--- config.mk ---
export PLATFORM = sky130hd
export DESIGN_NAME = usi_spi_engine
export DESIGN_NICKNAME = d
export VERILOG_FILES = /design/src/rtl/usi_pkg.sv /design/src/rtl/usi_clk_gen.sv /design/src/rtl/usi_spi_engine.sv
export SDC_FILE = /design/constraint.sdc
export NUM_CORES = 1
export LEC_CHECK = 0
export ABC_AREA = 0
export CAP_MARGIN = 20
export CORE_MARGIN = 8
export CORE_UTILIZATION = 60
export CTS_BUF_LIST = sky130_fd_sc_hd__clkbuf_16
export DETAILED_ROUTE_END_ITERATION = 8
export PLACE_DENSITY = 0.89
export SETUP_SLACK_MARGIN = 0.02
export SLEW_MARGIN = 20
export SYNTH_ARGS = -nofsm -noshare
export SYNTH_HDL_FRONTEND = slang
export SYNTH_SLANG_ARGS = --single-unit
--- constraint.sdc ---
create_clock -name CLK -period 9.5 [get_ports CLK]
set_clock_uncertainty 0.1 [all_clocks]
set_input_delay 0.95 -clock CLK [delete_from_list [all_inputs] [get_ports CLK]]
set_output_delay 0.95 -clock CLK [all_outputs]
set_load 0.02 [all_outputs]
--- src/rtl/usi_pkg.sv ---
// Shared definitions for the USI SPI engine: FSM states, mode encodings and
// bit positions of the fields in the parameters register.
package usi_pkg;

  typedef enum logic [1:0] {
    StIdle,
    StLoad,
    StShift,
    StDone
  } usi_state_e;

  localparam logic [1:0] MODE_OFF = 2'b00;
  localparam logic [1:0] MODE_SPI = 2'b01;

  localparam int unsigned NBITS_LSB     = 0;
  localparam int unsigned NBITS_MSB     = 4;
  localparam int unsigned MSB_FIRST_BIT = 5;
  localparam int unsigned CPOL_BIT      = 6;

  // Position in the data word of the cnt-th bit on the wire.
  function automatic logic [4:0] bit_index(input logic       msb_first,
                                           input logic [4:0] nm1,
                                           input logic [4:0] cnt);
    return msb_first ? (nm1 - cnt) : cnt;
  endfunction

endpackage

--- src/rtl/usi_clk_gen.sv ---
// SCLK half-period timer: counts 0..div-1 while enabled and flags the
// terminal count; held at zero while disabled.
module usi_clk_gen (
  input  logic        CLK,
  input  logic        nRST,
  input  logic        enable,
  input  logic [31:0] div,
  output logic        tick
);

  logic [31:0] r_cnt;

  assign tick = enable && (r_cnt == div - 32'd1);

  always_ff @(posedge CLK or negedge nRST) begin
    if (!nRST) begin
      r_cnt <= '0;
    end else if (!enable || tick) begin
      r_cnt <= '0;
    end else begin
      r_cnt <= r_cnt + 32'd1;
    end
  end

endmodule

--- src/rtl/usi_spi_engine.sv ---
// SPI master shift engine: one transfer of 1..32 bits per tx_start, with
// selectable bit order and clock polarity; all outputs are registered.
module usi_spi_engine
  import usi_pkg::*;
#(
  parameter int unsigned DATA_W = 32
) (
  input  logic              CLK,
  input  logic              nRST,
  input  logic [1:0]        mode_sel,
  input  logic [31:0]       clkdiv,
  input  logic [31:0]       parameters,
  input  logic [DATA_W-1:0] tx_data,
  input  logic              tx_start,
  input  logic              miso,
  output logic              sclk,
  output logic              mosi,
  output logic              ss_n,
  output logic              busy,
  output logic              done,
  output logic [DATA_W-1:0] rx_data,
  output logic              ctrl_unit_error
);

  localparam int unsigned IdxW = (DATA_W > 1) ? $clog2(DATA_W) : 1;

  usi_state_e r_state, w_state_nxt;

  logic [31:0]       r_div;
  logic [4:0]        r_nm1, r_bit_cnt;
  logic              r_msb_first, r_cpol;
  logic [DATA_W-1:0] r_tx, r_rx, r_rx_data;
  logic              r_sclk, r_mosi, r_ss_n, r_busy, r_done, r_err;

  logic              w_sclk_d, w_mosi_d, w_ss_n_d, w_busy_d, w_done_d;
  logic [DATA_W-1:0] w_rx_data_d;
  logic              w_tick, w_active, w_mode_ok, w_abort, w_start_ok, w_err;
  logic              w_shift_tick, w_lead, w_trail, w_finish;
  logic [IdxW-1:0]   w_start_idx, w_idx_cur, w_idx_nxt;
  logic              w_unused_params;

  assign w_unused_params = ^parameters[31:7];

  assign w_mode_ok  = (mode_sel == MODE_SPI);
  assign w_active   = (r_state == StLoad) || (r_state == StShift);
  assign w_abort    = w_active && !w_mode_ok;
  assign w_start_ok = (r_state == StIdle) && tx_start && w_mode_ok && (clkdiv != 32'd0);
  // Abort and a rejected start share one pulse when they coincide.
  assign w_err      = (tx_start && !w_start_ok) || w_abort;

  // Leading edge moves SCLK away from its idle level, trailing edge returns it.
  assign w_shift_tick = (r_state == StShift) && w_tick && !w_abort;
  assign w_lead       = w_shift_tick && (r_sclk == r_cpol);
  assign w_trail      = w_shift_tick && (r_sclk != r_cpol);
  assign w_finish     = w_trail && (r_bit_cnt == r_nm1);

  assign w_start_idx = IdxW'(bit_index(parameters[MSB_FIRST_BIT],
                                       parameters[NBITS_MSB:NBITS_LSB], 5'd0));
  assign w_idx_cur   = IdxW'(bit_index(r_msb_first, r_nm1, r_bit_cnt));
  assign w_idx_nxt   = IdxW'(bit_index(r_msb_first, r_nm1, r_bit_cnt + 5'd1));

  usi_clk_gen u_clk_gen (
    .CLK    (CLK),
    .nRST   (nRST),
    .enable (w_active),
    .div    (r_div),
    .tick   (w_tick)
  );

  always_ff @(posedge CLK or negedge nRST) begin
    if (!nRST) begin
      r_state <= StIdle;
    end else begin
      r_state <= w_state_nxt;
    end
  end

  always_comb begin
    w_state_nxt = r_state;
    unique case (r_state)
      StIdle:  if (w_start_ok) w_state_nxt = StLoad;
      StLoad:  if (w_abort) w_state_nxt = StIdle;
               else if (w_tick) w_state_nxt = StShift;
      StShift: if (w_abort) w_state_nxt = StIdle;
               else if (w_finish) w_state_nxt = StDone;
      StDone:  w_state_nxt = StIdle;
      default: w_state_nxt = StIdle;
    endcase
  end

  always_comb begin
    w_sclk_d    = r_sclk;
    w_mosi_d    = r_mosi;
    w_ss_n_d    = r_ss_n;
    w_busy_d    = r_busy;
    w_done_d    = 1'b0;
    w_rx_data_d = r_rx_data;
    unique case (r_state)
      StIdle: begin
        if (w_start_ok) begin
          w_sclk_d = parameters[CPOL_BIT];
          w_mosi_d = tx_data[w_start_idx];
          w_ss_n_d = 1'b0;
          w_busy_d = 1'b1;
        end
      end
      StLoad, StShift: begin
        if (w_abort) begin
          w_sclk_d = r_cpol;
          w_ss_n_d = 1'b1;
          w_busy_d = 1'b0;
        end else if (w_shift_tick) begin
          w_sclk_d = ~r_sclk;
          if (w_trail) w_mosi_d = r_tx[w_idx_nxt];
          if (w_finish) begin
            w_done_d    = 1'b1;
            w_ss_n_d    = 1'b1;
            w_rx_data_d = r_rx;
          end
        end
      end
      StDone:  w_busy_d = 1'b0;
      default: w_busy_d = 1'b0;
    endcase
  end

  always_ff @(posedge CLK or negedge nRST) begin
    if (!nRST) begin
      r_div       <= '0;
      r_nm1       <= '0;
      r_bit_cnt   <= '0;
      r_msb_first <= 1'b0;
      r_cpol      <= 1'b0;
      r_tx        <= '0;
      r_rx        <= '0;
      r_rx_data   <= '0;
      r_sclk      <= 1'b0;
      r_mosi      <= 1'b0;
      r_ss_n      <= 1'b1;
      r_busy      <= 1'b0;
      r_done      <= 1'b0;
      r_err       <= 1'b0;
    end else begin
      r_sclk    <= w_sclk_d;
      r_mosi    <= w_mosi_d;
      r_ss_n    <= w_ss_n_d;
      r_busy    <= w_busy_d;
      r_done    <= w_done_d;
      r_rx_data <= w_rx_data_d;
      r_err     <= w_err;
      if (w_start_ok) begin
        r_div       <= clkdiv;
        r_nm1       <= parameters[NBITS_MSB:NBITS_LSB];
        r_msb_first <= parameters[MSB_FIRST_BIT];
        r_cpol      <= parameters[CPOL_BIT];
        r_tx        <= tx_data;
        r_rx        <= '0;
        r_bit_cnt   <= '0;
      end
      if (w_lead) r_rx[w_idx_cur] <= miso;
      if (w_trail) r_bit_cnt <= r_bit_cnt + 5'd1;
    end
  end

  assign sclk            = r_sclk;
  assign mosi            = r_mosi;
  assign ss_n            = r_ss_n;
  assign busy            = r_busy;
  assign done            = r_done;
  assign rx_data         = r_rx_data;
  assign ctrl_unit_error = r_err;

endmodule

==> results.yml <==
clock_tree:
  tritoncts_buffers: 17
  max-clock-path-buffers: 2
  number_of_clock_sinks: 180
  ctsResizeCount: 0
  worst_setup_hold_path_clk_slew_ns: 0.08
  cts_hold_buf: 0
  clkLatencyLatePin_ns: 0.44
  tritoncts: "yes"
  htree_num_levels: 4
  cts_setup_buffers: 0
  cts_root_buffer_type: "sky130_fd_sc_hd__clkbuf_16"
run_status:
  run_status: "complete, no violations"
die:
  io_pins: 140
  die_height_um: 146
  initial_standard_cell_utilization_of_the_core_pct: 61.3
  core-area_mm2: 0.0166
  placement_rows: 47
  die_area_mm2: 0.0214
  dieWidth_um: 146
detailed_routing:
  postRouteWirelength_um: 26000
  antenna_left: 0
  route.vias.total: 8532
  drt-vias-per-instance: 5.96
  route.detailed.drc: 0
  detail_route.wl_per_cell_um: 18.2
  detail_route.first_pass.iterations: 7
  initialDrtViolationCount: 781
timing:
  fin_setup_tns_ns: 0
  maxSlewHeadroom_pct: 21.6
  max_freq_ghz: 0.210
  rsz0062_at_grt: "no"
  worst_pin_slew_ns: 1.17
  slew_viol_final: 0
  timing.final.crit_period_ns: 4.75
  final_min_period_over_clock_period_pct: 50.0
  final-hold-violation-count: 0
  timing.final.setup_violations: 0
setup_path:
  required_ns: 9.72
  critical_path_peak_fanout: 24
  criticalPathCategory: "reg -> reg"
  cp-start-kind: "register"
  cp_data_arrival_time_ns: 4.97
  worst_setup_path_end_kind: "register"
grt:
  grt-ovfl-total: 0
  grt_usage_pct: 24.4
  antenna_found_initial: 0
  largest_net_degree_at_the_start_of_global_routing: 109
  grt_pass1_wl_um: 43100
  grt_pass1_vias: 8825
placement:
  place.detailed.instances: 1399
  port_buffers: 114
  dpl.hpwl_um: 18200
  place.gp.congestion: 0.937
power:
  power.ir.vdd_worst_uv: 163
  cellPowerDensity_mw_per_mm2: 239
  p_leak_nw: 5.36
  fin_total_pwr_mw: 2.87
layout:
  fillCellCount: 1228
  area_growth_syn_to_layout_pct: 18.3
  drive_above_1_share_pct: 8.83
  insertedDiodeCount: 0
  final-instance-count-excl-fill: 1432
  utilization_pct: 72.5
  finalNetCount: 1317
synth:
  yosysSeqAreaShare_pct: 44.3
  synthesis.area_mm2: 0.0102
  synth-seq-cells: 180
  synth_cell_type_count: 61
  ys_dominant_reg_cell: "sky130_fd_sc_hd__dfrtp_1"
  synthesis.nets: 1228
  post_syn_instances: 1110
  ys_async_sr_fraction_pct: 100
  ys_warn_count: 0
  synth_edf_count: 0
  synth.avg_cell_area_um2: 9.16
worst_hold_path:
  holdCritPathClass: "reg -> reg"
job:
  max_cap_violations: 0
-- final cells by class --
class	instances	area, um^2	share of cell area, %
Inverter	23	86.3	0.718
Timing Repair Buffer	123	1220	10.2
Clock inverter	15	145	1.21
Tap cell	220	275	2.29
Multi-Input combinational cell	854	5370	44.6
Clock buffer	17	425	3.54
Sequential cell	180	4510	37.5
-- power by group --
| part | leakage, nW | internal [mW] | switching, mW |
|---|---|---|---|
| logic | 2.68 | 0.450 | 0.613 |
| clock network | 0.284 | 0.348 | 0.337 |
| registers | 2.40 | 0.926 | 0.198 |
-- metrics by stage --
step | worst slack, ns | hold slack, ns | instance area (um^2)
2_1_floorplan | 5.83 | 0.340 | 10200
3_3_place_gp | 4.86 | 0.353 | 11400
3_5_place_dp | 4.79 | 0.359 | 11400
4_1_cts | 4.77 | 0.377 | 12000
5_1_grt | 4.43 | 0.403 | 12000
6_report | 4.75 | 0.375 | 12000
-- registers in the layout (all words and copies together), names as in the netlist --
name,cells
busy,1
ctrl_unit_error,1
done,1
mosi,1
r_bit_cnt,5
r_cpol,1
r_div,32
r_msb_first,1
r_nm1,5
r_rx,32
r_state,2
r_tx,32
rx_data,32
sclk,1
ss_n,1
u_clk_gen.r_cnt,32
-- worst max-delay path, stage by stage, from the launching register on --
cell	delay, ns
sky130_fd_sc_hd__dfrtp_1	0.46
sky130_fd_sc_hd__nor4_4	0.48
sky130_fd_sc_hd__nand4_1	0.53
sky130_fd_sc_hd__nor4b_1	0.67
sky130_fd_sc_hd__mux2_2	0.39
sky130_fd_sc_hd__a31oi_1	0.37
sky130_fd_sc_hd__nor2_1	0.07
sky130_fd_sc_hd__nand4_1	0.25
sky130_fd_sc_hd__or2_1	0.48
sky130_fd_sc_hd__buf_4	0.41
sky130_fd_sc_hd__mux2_2	0.39
-- synthesized netlist by cell type, types with 3 or more instances --
cell / n / area (um^2)
sky130_fd_sc_hd__or4_1: 7 / 52.6
sky130_fd_sc_hd__o31ai_1: 5 / 37.5
sky130_fd_sc_hd__nand4b_1: 4 / 35.0
sky130_fd_sc_hd__ha_1: 14 / 175
sky130_fd_sc_hd__nand3_1: 27 / 135
sky130_fd_sc_hd__and4_1: 3 / 26.3
sky130_fd_sc_hd__o211ai_1: 7 / 52.6
sky130_fd_sc_hd__mux2i_1: 58 / 581
sky130_fd_sc_hd__nor2_1: 91 / 342
sky130_fd_sc_hd__a21o_1: 3 / 22.5
sky130_fd_sc_hd__clkbuf_1: 40 / 150
sky130_fd_sc_hd__inv_1: 23 / 86.3
sky130_fd_sc_hd__a31oi_1: 7 / 43.8
sky130_fd_sc_hd__nor3_1: 31 / 155
sky130_fd_sc_hd__nand2_1: 295 / 1110
sky130_fd_sc_hd__nand4_1: 21 / 131
sky130_fd_sc_hd__nor4_1: 19 / 119
sky130_fd_sc_hd__buf_1: 6 / 22.5
sky130_fd_sc_hd__dfrtp_1: 179 / 4480
sky130_fd_sc_hd__mux2_2: 36 / 405
sky130_fd_sc_hd__nand2b_1: 6 / 37.5
sky130_fd_sc_hd__o21ai_0: 27 / 135
sky130_fd_sc_hd__xor2_1: 48 / 420
sky130_fd_sc_hd__buf_6: 5 / 56.3
sky130_fd_sc_hd__mux4_2: 10 / 225
sky130_fd_sc_hd__nand3b_1: 3 / 22.5
sky130_fd_sc_hd__a21oi_1: 23 / 115
sky130_fd_sc_hd__and3_1: 12 / 75.1
sky130_fd_sc_hd__mux2_1: 4 / 45.0
sky130_fd_sc_hd__xnor2_1: 37 / 324
sky130_fd_sc_hd__nor3_2: 5 / 50.1
sky130_fd_sc_hd__or2_2: 3 / 18.8
sky130_fd_sc_hd__nor2b_1: 7 / 43.8
sky130_fd_sc_hd__or3_1: 6 / 37.5
-- cells by family after synthesis --
group	Yosys count	synth area share, %
AO/OA/AOI/OAI	90	5.49
XOR/XNOR	85	7.32
adder cells (fa/ha/maj)	16	2.12
buffers and inverters	76	3.20
flip-flops	180	44.3
multiplexers	108	12.4
AND/OR/NAND/NOR	555	25.2
-- worst paths after layout --
kind,startpoint,to,slack [ns],cells after the start
max in group asynchronous,nRST,r_bit_cnt[1]$_DFFE_PN0P_,7.60,2
worst min register to register,r_tx[18]$_DFFE_PN0P_,r_tx[18]$_DFFE_PN0P_,0.37,2
worst max-delay path,r_div[0]$_DFFE_PN0P_,rx_data[23]$_DFFE_PN0P_,4.75,10
min in group asynchronous,nRST,u_clk_gen.r_cnt[9]$_DFF_PN0_,0.47,1
worst min-delay path,r_tx[18]$_DFFE_PN0P_,r_tx[18]$_DFFE_PN0P_,0.37,2
worst max register to register,r_div[0]$_DFFE_PN0P_,rx_data[23]$_DFFE_PN0P_,4.75,10
-- per-layer routing --
| layer | share of wire, % | global-route usage, % | up-vias |
|---|---|---|---|
| met2 | 50 | 42.3 | 314 |
| met4 | 2.9 | 9.79 | 0 |
| li1 | - | - | 3984 |
| met5 | 0 | 0 | - |
| met1 | 42 | 28.8 | 4164 |
| met3 | 5.7 | 5.69 | 70 |
-- cell usage in the layout (no fill, tap or decap), types with 6 or more instances in the layout --
master,instances
sky130_fd_sc_hd__nand2b_1,6
sky130_fd_sc_hd__xnor2_1,37
sky130_fd_sc_hd__nor3_1,31
sky130_fd_sc_hd__xor2_1,47
sky130_fd_sc_hd__clkdlybuf4s50_1,113
sky130_fd_sc_hd__or3_1,6
sky130_fd_sc_hd__nand3_1,27
sky130_fd_sc_hd__nor2_1,91
sky130_fd_sc_hd__nand4_1,21
sky130_fd_sc_hd__mux4_2,10
sky130_fd_sc_hd__a31oi_1,7
sky130_fd_sc_hd__o211ai_1,7
sky130_fd_sc_hd__a21oi_1,22
sky130_fd_sc_hd__mux2_2,36
sky130_fd_sc_hd__o21ai_0,26
sky130_fd_sc_hd__nor2b_1,7
sky130_fd_sc_hd__mux2i_1,58
sky130_fd_sc_hd__or4_1,7
sky130_fd_sc_hd__nand2_1,295
sky130_fd_sc_hd__ha_1,14
sky130_fd_sc_hd__buf_4,6
sky130_fd_sc_hd__dfrtp_1,179
sky130_fd_sc_hd__nor4_1,19
sky130_fd_sc_hd__inv_1,24
sky130_fd_sc_hd__clkbuf_16,17
sky130_fd_sc_hd__and3_1,12
Power figures use the tool's default switching activity.
